**src/rtl/md_if.sv**
```systemverilog
`default_nettype none
// ============================================================================
//  Module      : md_if
//  Description : Execute-stage bundle between the CPU pipeline and the
//                multiply/divide unit (instruction, operands, HI/LO results,
//                busy/stall status).
//  Revision    : 1.0 - initial release
// ============================================================================
interface md_if;
  logic [31:0] Ins;
  logic [31:0] Rdata1;
  logic [31:0] Rdata2;
  logic [31:0] MDResult;
  logic        Busy;
  logic        Stall;
  logic [31:0] HI;
  logic [31:0] LO;

  // CPU side drives the instruction and register operands
  modport master (
    output Ins, Rdata1, Rdata2,
    input  MDResult, Busy, Stall, HI, LO
  );

  // Multiply/divide unit side
  modport slave (
    input  Ins, Rdata1, Rdata2,
    output MDResult, Busy, Stall, HI, LO
  );
endinterface
`default_nettype wire

```
**src/rtl/md_unit.sv**
```systemverilog
`default_nettype none
// ============================================================================
//  Module      : md_unit
//  Description : Iterative multiply/divide unit owning HI/LO. Executes
//                MULT/MULTU (shift-add) and DIV/DIVU (restoring) one bit per
//                cycle, plus single-cycle MFHI/MFLO/MTHI/MTLO.
//  Revision    : 1.0 - initial release
// ============================================================================
module md_unit #(
  parameter int ITERS = 32
) (
  input  wire logic CLK,
  input  wire logic RST,
  md_if.slave       bus
);

  localparam int CW = $clog2(ITERS);

  localparam logic [5:0] FN_MFHI  = 6'h10;
  localparam logic [5:0] FN_MTHI  = 6'h11;
  localparam logic [5:0] FN_MFLO  = 6'h12;
  localparam logic [5:0] FN_MTLO  = 6'h13;
  localparam logic [5:0] FN_MULT  = 6'h18;
  localparam logic [5:0] FN_MULTU = 6'h19;
  localparam logic [5:0] FN_DIV   = 6'h1A;
  localparam logic [5:0] FN_DIVU  = 6'h1B;

  typedef enum logic [0:0] {
    S_IDLE = 1'b0,
    S_RUN  = 1'b1
  } state_t;

  state_t          state_q;
  logic            busy_q;
  logic [CW-1:0]   count_q;
  logic [31:0]     hi_q;
  logic [31:0]     lo_q;
  logic [63:0]     acc_q;     // product accumulator, or {remainder, dividend/quotient}
  logic [63:0]     mcand_q;   // multiplicand, shifted left each step
  logic [31:0]     b_q;       // multiplier (shifted right) or divisor (held)
  logic            is_div_q;
  logic            neg_q;     // product / quotient must be negated
  logic            rneg_q;    // remainder must be negated
  logic            dz_q;      // divisor was zero
  logic [31:0]     rs_q;      // raw rs, returned in HI on divide by zero

  // Instruction decode
  logic        special;
  logic [5:0]  funct;
  logic        op_mfhi, op_mthi, op_mflo, op_mtlo;
  logic        op_mul, op_div, op_signed, op_any;

  always_comb begin
    special   = (bus.Ins[31:26] == 6'd0);
    funct     = bus.Ins[5:0];
    op_mfhi   = special && (funct == FN_MFHI);
    op_mthi   = special && (funct == FN_MTHI);
    op_mflo   = special && (funct == FN_MFLO);
    op_mtlo   = special && (funct == FN_MTLO);
    op_mul    = special && ((funct == FN_MULT) || (funct == FN_MULTU));
    op_div    = special && ((funct == FN_DIV)  || (funct == FN_DIVU));
    op_signed = special && ((funct == FN_MULT) || (funct == FN_DIV));
    op_any    = op_mfhi || op_mthi || op_mflo || op_mtlo || op_mul || op_div;
  end

  // Operand magnitudes and signs captured at issue
  logic        sign_a, sign_b;
  logic [31:0] mag_a, mag_b;

  always_comb begin
    sign_a = op_signed && bus.Rdata1[31];
    sign_b = op_signed && bus.Rdata2[31];
    mag_a  = sign_a ? (32'd0 - bus.Rdata1) : bus.Rdata1;
    mag_b  = sign_b ? (32'd0 - bus.Rdata2) : bus.Rdata2;
  end

  // One iteration of shift-add multiply or restoring divide, plus final fix-up
  logic [63:0] acc_d;
  logic [63:0] mul_acc;
  logic [63:0] div_acc;
  logic [32:0] rem_sh;
  logic [32:0] rem_sub;
  logic [63:0] prod;
  logic [31:0] hi_d;
  logic [31:0] lo_d;

  always_comb begin
    mul_acc = acc_q + (b_q[0] ? mcand_q : 64'd0);
    // Bring the next dividend bit into the partial remainder; a borrow out of
    // bit 32 means the divisor did not fit and the remainder is restored.
    rem_sh  = {acc_q[63:32], acc_q[31]};
    rem_sub = rem_sh - {1'b0, b_q};
    if (!rem_sub[32]) begin
      div_acc = {rem_sub[31:0], acc_q[30:0], 1'b1};
    end else begin
      div_acc = {rem_sh[31:0], acc_q[30:0], 1'b0};
    end
    acc_d = is_div_q ? div_acc : mul_acc;

    prod = neg_q ? (64'd0 - acc_d) : acc_d;
    if (!is_div_q) begin
      hi_d = prod[63:32];
      lo_d = prod[31:0];
    end else if (dz_q) begin
      hi_d = rs_q;
      lo_d = 32'hFFFF_FFFF;
    end else begin
      hi_d = rneg_q ? (32'd0 - acc_d[63:32]) : acc_d[63:32];
      lo_d = neg_q  ? (32'd0 - acc_d[31:0])  : acc_d[31:0];
    end
  end

  // Control FSM, iteration datapath and HI/LO ownership
  always_ff @(posedge CLK) begin
    if (RST) begin
      state_q  <= S_IDLE;
      busy_q   <= 1'b0;
      count_q  <= '0;
      hi_q     <= 32'd0;
      lo_q     <= 32'd0;
      acc_q    <= 64'd0;
      mcand_q  <= 64'd0;
      b_q      <= 32'd0;
      is_div_q <= 1'b0;
      neg_q    <= 1'b0;
      rneg_q   <= 1'b0;
      dz_q     <= 1'b0;
      rs_q     <= 32'd0;
    end else begin
      case (state_q)
        S_IDLE: begin
          if (op_mul || op_div) begin
            acc_q    <= op_div ? {32'd0, mag_a} : 64'd0;
            mcand_q  <= {32'd0, mag_a};
            b_q      <= mag_b;
            is_div_q <= op_div;
            neg_q    <= sign_a ^ sign_b;
            rneg_q   <= sign_a;
            dz_q     <= (bus.Rdata2 == 32'd0);
            rs_q     <= bus.Rdata1;
            count_q  <= '0;
            busy_q   <= 1'b1;
            state_q  <= S_RUN;
          end else begin
            if (op_mthi) hi_q <= bus.Rdata1;
            if (op_mtlo) lo_q <= bus.Rdata1;
          end
        end
        S_RUN: begin
          acc_q   <= acc_d;
          mcand_q <= {mcand_q[62:0], 1'b0};
          if (!is_div_q) b_q <= {1'b0, b_q[31:1]};
          count_q <= count_q + 1'b1;
          if (count_q == CW'(ITERS - 1)) begin
            hi_q    <= hi_d;
            lo_q    <= lo_d;
            busy_q  <= 1'b0;
            state_q <= S_IDLE;
          end
        end
        default: begin
          state_q <= S_IDLE;
          busy_q  <= 1'b0;
        end
      endcase
    end
  end

  // Read-back mux and dependency stall
  always_comb begin
    bus.MDResult = op_mfhi ? hi_q : (op_mflo ? lo_q : 32'd0);
    bus.Stall    = busy_q && op_any;
    bus.Busy     = busy_q;
    bus.HI       = hi_q;
    bus.LO       = lo_q;
  end

endmodule
`default_nettype wire
```
**src/flat_wrapper.sv**
```systemverilog
// flat-port wrapper written by rule: the top's interface ports become plain ports
module md_unit_flat 
#(
  parameter int ITERS = 32
)
  (CLK, RST, bus_Ins, bus_Rdata1, bus_Rdata2, bus_MDResult, bus_Busy, bus_Stall, bus_HI, bus_LO);
  md_if bus_i ();
  input  wire logic CLK;
  input  wire logic RST;
  input wire logic [$bits(bus_i.Ins)-1:0] bus_Ins;
  input wire logic [$bits(bus_i.Rdata1)-1:0] bus_Rdata1;
  input wire logic [$bits(bus_i.Rdata2)-1:0] bus_Rdata2;
  output wire logic [$bits(bus_i.MDResult)-1:0] bus_MDResult;
  output wire logic [$bits(bus_i.Busy)-1:0] bus_Busy;
  output wire logic [$bits(bus_i.Stall)-1:0] bus_Stall;
  output wire logic [$bits(bus_i.HI)-1:0] bus_HI;
  output wire logic [$bits(bus_i.LO)-1:0] bus_LO;
  assign bus_i.Ins = bus_Ins;
  assign bus_i.Rdata1 = bus_Rdata1;
  assign bus_i.Rdata2 = bus_Rdata2;
  assign bus_MDResult = bus_i.MDResult;
  assign bus_Busy = bus_i.Busy;
  assign bus_Stall = bus_i.Stall;
  assign bus_HI = bus_i.HI;
  assign bus_LO = bus_i.LO;
  md_unit #(.ITERS(ITERS)) u_core (.CLK(CLK), .RST(RST), .bus(bus_i));
endmodule
```
**config.mk**
```make
export PLATFORM = sky130hd
export DESIGN_NAME = md_unit_flat
export DESIGN_NICKNAME = d
export VERILOG_FILES = /design/src/rtl/md_if.sv /design/src/rtl/md_unit.sv /design/src/flat_wrapper.sv
export SDC_FILE = /design/constraint.sdc
export NUM_CORES = 1
export LEC_CHECK = 0
export BUFFER_PORTS_ARGS = -buffer_cell sky130_fd_sc_hd__clkbuf_2
export CAP_MARGIN = 20
export CORE_MARGIN = 8
export CORE_UTILIZATION = 45
export DETAILED_ROUTE_END_ITERATION = 7
export PLACE_DENSITY_LB_ADDON = 0.3
export SLEW_MARGIN = 20
export SYNTH_ARGS = -nofsm -noshare
export SYNTH_HDL_FRONTEND = slang
export SYNTH_SLANG_ARGS = --single-unit
```
**constraint.sdc**
```tcl
create_clock -name CLK -period 6.2 [get_ports CLK]
set_input_delay 0.62 -clock CLK [delete_from_list [all_inputs] [get_ports CLK]]
set_output_delay 0.62 -clock CLK [all_outputs]
set_load 0.005 [all_outputs]
```
==> qor.yml <==
critPathBufInv: 2
std_cell_rows: 84
clock-skew-final_ns: 0.02218
cts_hold_buf: 0
rrSetupSlack_ns: 0.26
hp-class: "primary input to register"
reg2regPathDepth: 18
grt_max_degree: 154
core_area_um2: 52340
power.density_nw_per_um2: 156.1
p_sw_w: 0.001017
critPathTopFamily: "compound AO/OA/AOI/OAI gates"
register_area_um2: 5354
grt_pass1_wl_um: 150800
regToRegStartpoint: "u_core.b_q[0]$_SDFFE_PP0P_"
min_period_ns: 5.944
dpl_worst_slack_ns: 0.1707
grt_pass1_vias: 24700
crit_chain: "buf_4 -> and2_1 -> ha_1 -> inv_1 -> fa_1 -> nor2b_1 -> o31a_2 -> o21ai_1 -> a31oi_1 -> xor2_1 -> o31a_1 -> or3_1 -> or3_1 -> or4_1 -> o41ai_1 -> xnor2_1 -> mux2i_1 -> a221oi_1"
cts_tree: "built"
hold_slack_ns: 0.3735
drtIter0Drc: 2862
fillerInstances: 5330
required_ns: 6.64
wl_per_cell_um: 24.20
drc: 0
clock_latency_ns: 0.57
worstSetupPathType: "register to register"
multi_input_area_um2: 17180
dieWidth_um: 245.6
setup_tns_ns: 0
power.internal_w: 0.003129
ant_nets: 0
pwr-share-seq_pct: 41.4
power.share.clock_pct: 53.0
synth_area_um2: 23730
combinationalPowerShare_pct: 5.6
numCtsBuffers: 35
finalMaxSlewViolations: 0
nets: 3634
io_pins: 196
syn_nets: 3573
cp-end-kind: "register"
crit_slowest_cell: "or4_1"
max_freq_ghz: 0.1682
start_util_pct: 45.34
synth-seq-area-share_pct: 22.52
die-height_um: 245.6
crit_arrival_ns: 6.38
p_leak_nw: 11.01
critPathMaxStageDelay_ns: 0.88
cts_buffer_depth: 3
rsz0062_at_grt: "false"
synth_ff_type: "dfxtp_1"
grtUsageTotal_pct: 31.58
grt_antenna_before_repair: 2
cp_max_fo: 28
worstMarginPinSlew_ns: 1.150
cts_root_buffer: "clkbuf_16"
synth_cell_types: 106
crit_start: "u_core.b_q[0]$_SDFFE_PP0P_"
switching_share_pct: 24.53
crit_top_cell: "or3_1"
crit_end: "u_core.bus.HI[5]$_SDFFE_PP0P_"
yosys_warnings: 0
setup_viol: 0
synth_edf_count: 0
relSlewSlack_pct: 22.55
cp.depth: 18
detailed_place_hpwl_um: 75860
finalCritPeriodShare_pct: 95.87
ir_drop_mv: 0.2010
maxCapViolCount: 0
dr.pass1.iters: 7
h-tree-depth: 2
clock-sinks: 267
avgSynthCellArea_um2: 7.040
area_growth_pct: 11.90
synthCells: 3371
cp-start-kind: "register"
routed_wl_um: 100300
timing.rr.end: "u_core.bus.HI[5]$_SDFFE_PP0P_"
port_buffers: 175
path_clk_slew_ns: 0.06
status: "complete, no violations"
synthArstFlopShare_pct: 0
hold_viol_final: 0
grt_overflow: 0
vias: 26780
worst_slack_ns: 0.2562
die_area_um2: 60340
globalplace.congestion: 1.045
viasPerCell: 6.462
drive_gt1_share_pct: 11.83
ys_seq_elements: 267
## synthesized netlist by cell type (12+ instances only)
| cell type | n | share of area, % |
|---|---|---|
| nor2_1 | 404 | 6.4 |
| a21oi_1 | 388 | 8.2 |
| nand2_1 | 332 | 5.3 |
| dfxtp_1 | 267 | 23 |
| clkbuf_1 | 216 | 3.4 |
| o21ai_0 | 184 | 3.9 |
| ha_1 | 102 | 5.4 |
| nor3_1 | 102 | 2.2 |
| xnor2_1 | 101 | 3.7 |
| a211oi_1 | 93 | 2.9 |
| and3_1 | 86 | 2.3 |
| and2_1 | 80 | 2.1 |
| inv_1 | 76 | 1.2 |
| mux2i_1 | 74 | 3.1 |
| xor2_1 | 70 | 2.6 |
| nand3_1 | 63 | 1.3 |
| nand4_1 | 56 | 1.5 |
| o31ai_1 | 43 | 1.4 |
| nor2b_1 | 40 | 1.1 |
| a31oi_1 | 38 | 1.0 |
| a21o_1 | 36 | 1.1 |
| nor4_1 | 31 | 0.82 |
| o21a_1 | 30 | 0.95 |
| or3_1 | 30 | 0.79 |
| o211ai_1 | 28 | 0.89 |
| a221oi_1 | 27 | 1.0 |
| or4_1 | 20 | 0.63 |
| buf_2 | 19 | 0.40 |
| nand2b_1 | 18 | 0.47 |
| o22ai_1 | 17 | 0.45 |
| buf_1 | 13 | 0.21 |
| o21bai_1 | 12 | 0.38 |
## cell usage in the layout, fill, tap and decap left out, types with 11 or more instances in the layout
cell type	count
dfxtp_1	264
nand3_1	63
a211oi_1	93
a221oi_1	27
or3_1	30
or4_1	20
o21ai_1	11
a21o_1	36
nor2b_1	40
mux2i_1	74
o21bai_1	12
buf_4	98
a22oi_1	11
a31oi_1	38
nand4_1	56
and3_1	86
ha_1	102
nand2_1	330
clkbuf_16	35
clkbuf_2	174
o31ai_1	43
nand2b_1	18
o22ai_1	17
o21ai_0	183
xnor2_1	101
and4_1	11
a2111oi_0	11
o211ai_1	28
a21oi_1	388
nor4_1	31
nor2_1	398
a21boi_0	11
inv_1	75
and2_1	80
nor3_1	102
o21a_1	30
xor2_1	70
## sequential cells by signal, indices dropped and copies added (netlist names)
signal,flops
u_core.is_div_q,1
u_core.bus.HI,32
u_core.mcand_q,64
u_core.dz_q,1
u_core.rneg_q,1
u_core.bus.LO,32
u_core.bus.Busy,1
u_core.b_q,32
u_core.state_q,1
u_core.neg_q,1
u_core.acc_q,64
u_core.rs_q,32
u_core.count_q,5
## cell type report
cell class                      instances  share of cell area (%)
Antenna cell                            1                0.009423
Clock buffer                           46                   3.604
Clock inverter                         15                  0.9141
Inverter                               79                   1.121
Multi-Input combinational cell       2774                   64.70
Sequential cell                       267                   20.16
Tap cell                              688                   3.242
Timing Repair Buffer                  275                   6.252
## per-layer routing
metal  up-vias  global-route usage, %  routed length (µm)
met5         -                      0                  13
met4         2                  18.90                6810
met3       317                  5.778                9227
met2      1365                  48.76               43590
met1     12620                  40.68               40680
li1      12480                      -                   -
## power by group through the flow
stage / Clock, W / Sequential [W] / Combinational, W
finish: 0.00220 / 0.00172 / 0.000233
global route: 0.00227 / 0.00172 / 0.000245
global placement: 0 / 0.00175 / 0.000225
floorplan: 0 / 0.00176 / 0.000122
detailed placement: 0 / 0.00175 / 0.000225
CTS: 0.00221 / 0.00172 / 0.000227
## worst min path at each step
stage,startpoint,to,depth (start not counted)
4_1_cts,bus_Rdata1[6],u_core.rs_q[6]$_SDFFE_PP0P_,3
5_1_grt,bus_Rdata1[25],u_core.rs_q[25]$_SDFFE_PP0P_,3
2_1_floorplan,u_core.rs_q[0]$_SDFFE_PP0P_,u_core.rs_q[0]$_SDFFE_PP0P_,2
3_3_place_gp,u_core.b_q[26]$_SDFFE_PP0P_,u_core.b_q[26]$_SDFFE_PP0P_,2
3_5_place_dp,u_core.rs_q[13]$_SDFFE_PP0P_,u_core.rs_q[13]$_SDFFE_PP0P_,2
6_report,bus_Rdata1[6],u_core.rs_q[6]$_SDFFE_PP0P_,3
## repair_timing
| action | CTS | global route |
|---|---|---|
| resized for setup | 0 | 5 |
| buffers inserted | 0 | 0 |
| setup endpoints to repair | 0 | 7 |
## through the flow
step	cells	cell area [µm²]	power, W	utilization (%)
2_1_floorplan	3371	23730	0.001877	-
3_3_place_gp	4083	25330	0.001980	48.39
3_5_place_dp	4083	25330	0.001980	48.39
4_1_cts	4144	26530	0.004151	50.68
5_1_grt	4145	26560	0.004235	50.74
6_report	4145	26560	0.004146	50.74
## kinds of logic (layout without fill, tap and decap cells)
| kind of cell | Yosys count | count (layout) | synth area share [%] |
|---|---|---|---|
| buffers and inverters | 330 | 415 | 5.367 |
| xor gates and xnor gates | 171 | 171 | 6.311 |
| muxes | 84 | 84 | 3.606 |
| other | 0 | 1 | 0 |
| and+or+nand+nor | 1331 | 1331 | 27.15 |
| DFF | 267 | 267 | 22.52 |
| adders and majority gates | 104 | 104 | 5.546 |
| AOI/OAI and AO/OA | 1084 | 1084 | 29.49 |
## worst reg2reg max path: cells and delay by family, from the launching register on
family                     cells  cell delay, ns
AOI/OAI and AO/OA              6            2.31
xor gates and xnor gates       2            0.47
adders and majority gates      2            0.42
buffers and inverters          2            0.30
DFF                            1            0.32
muxes                          1            0.15
and+or+nand+nor                5            1.84
Power figures use the tool's default switching activity.
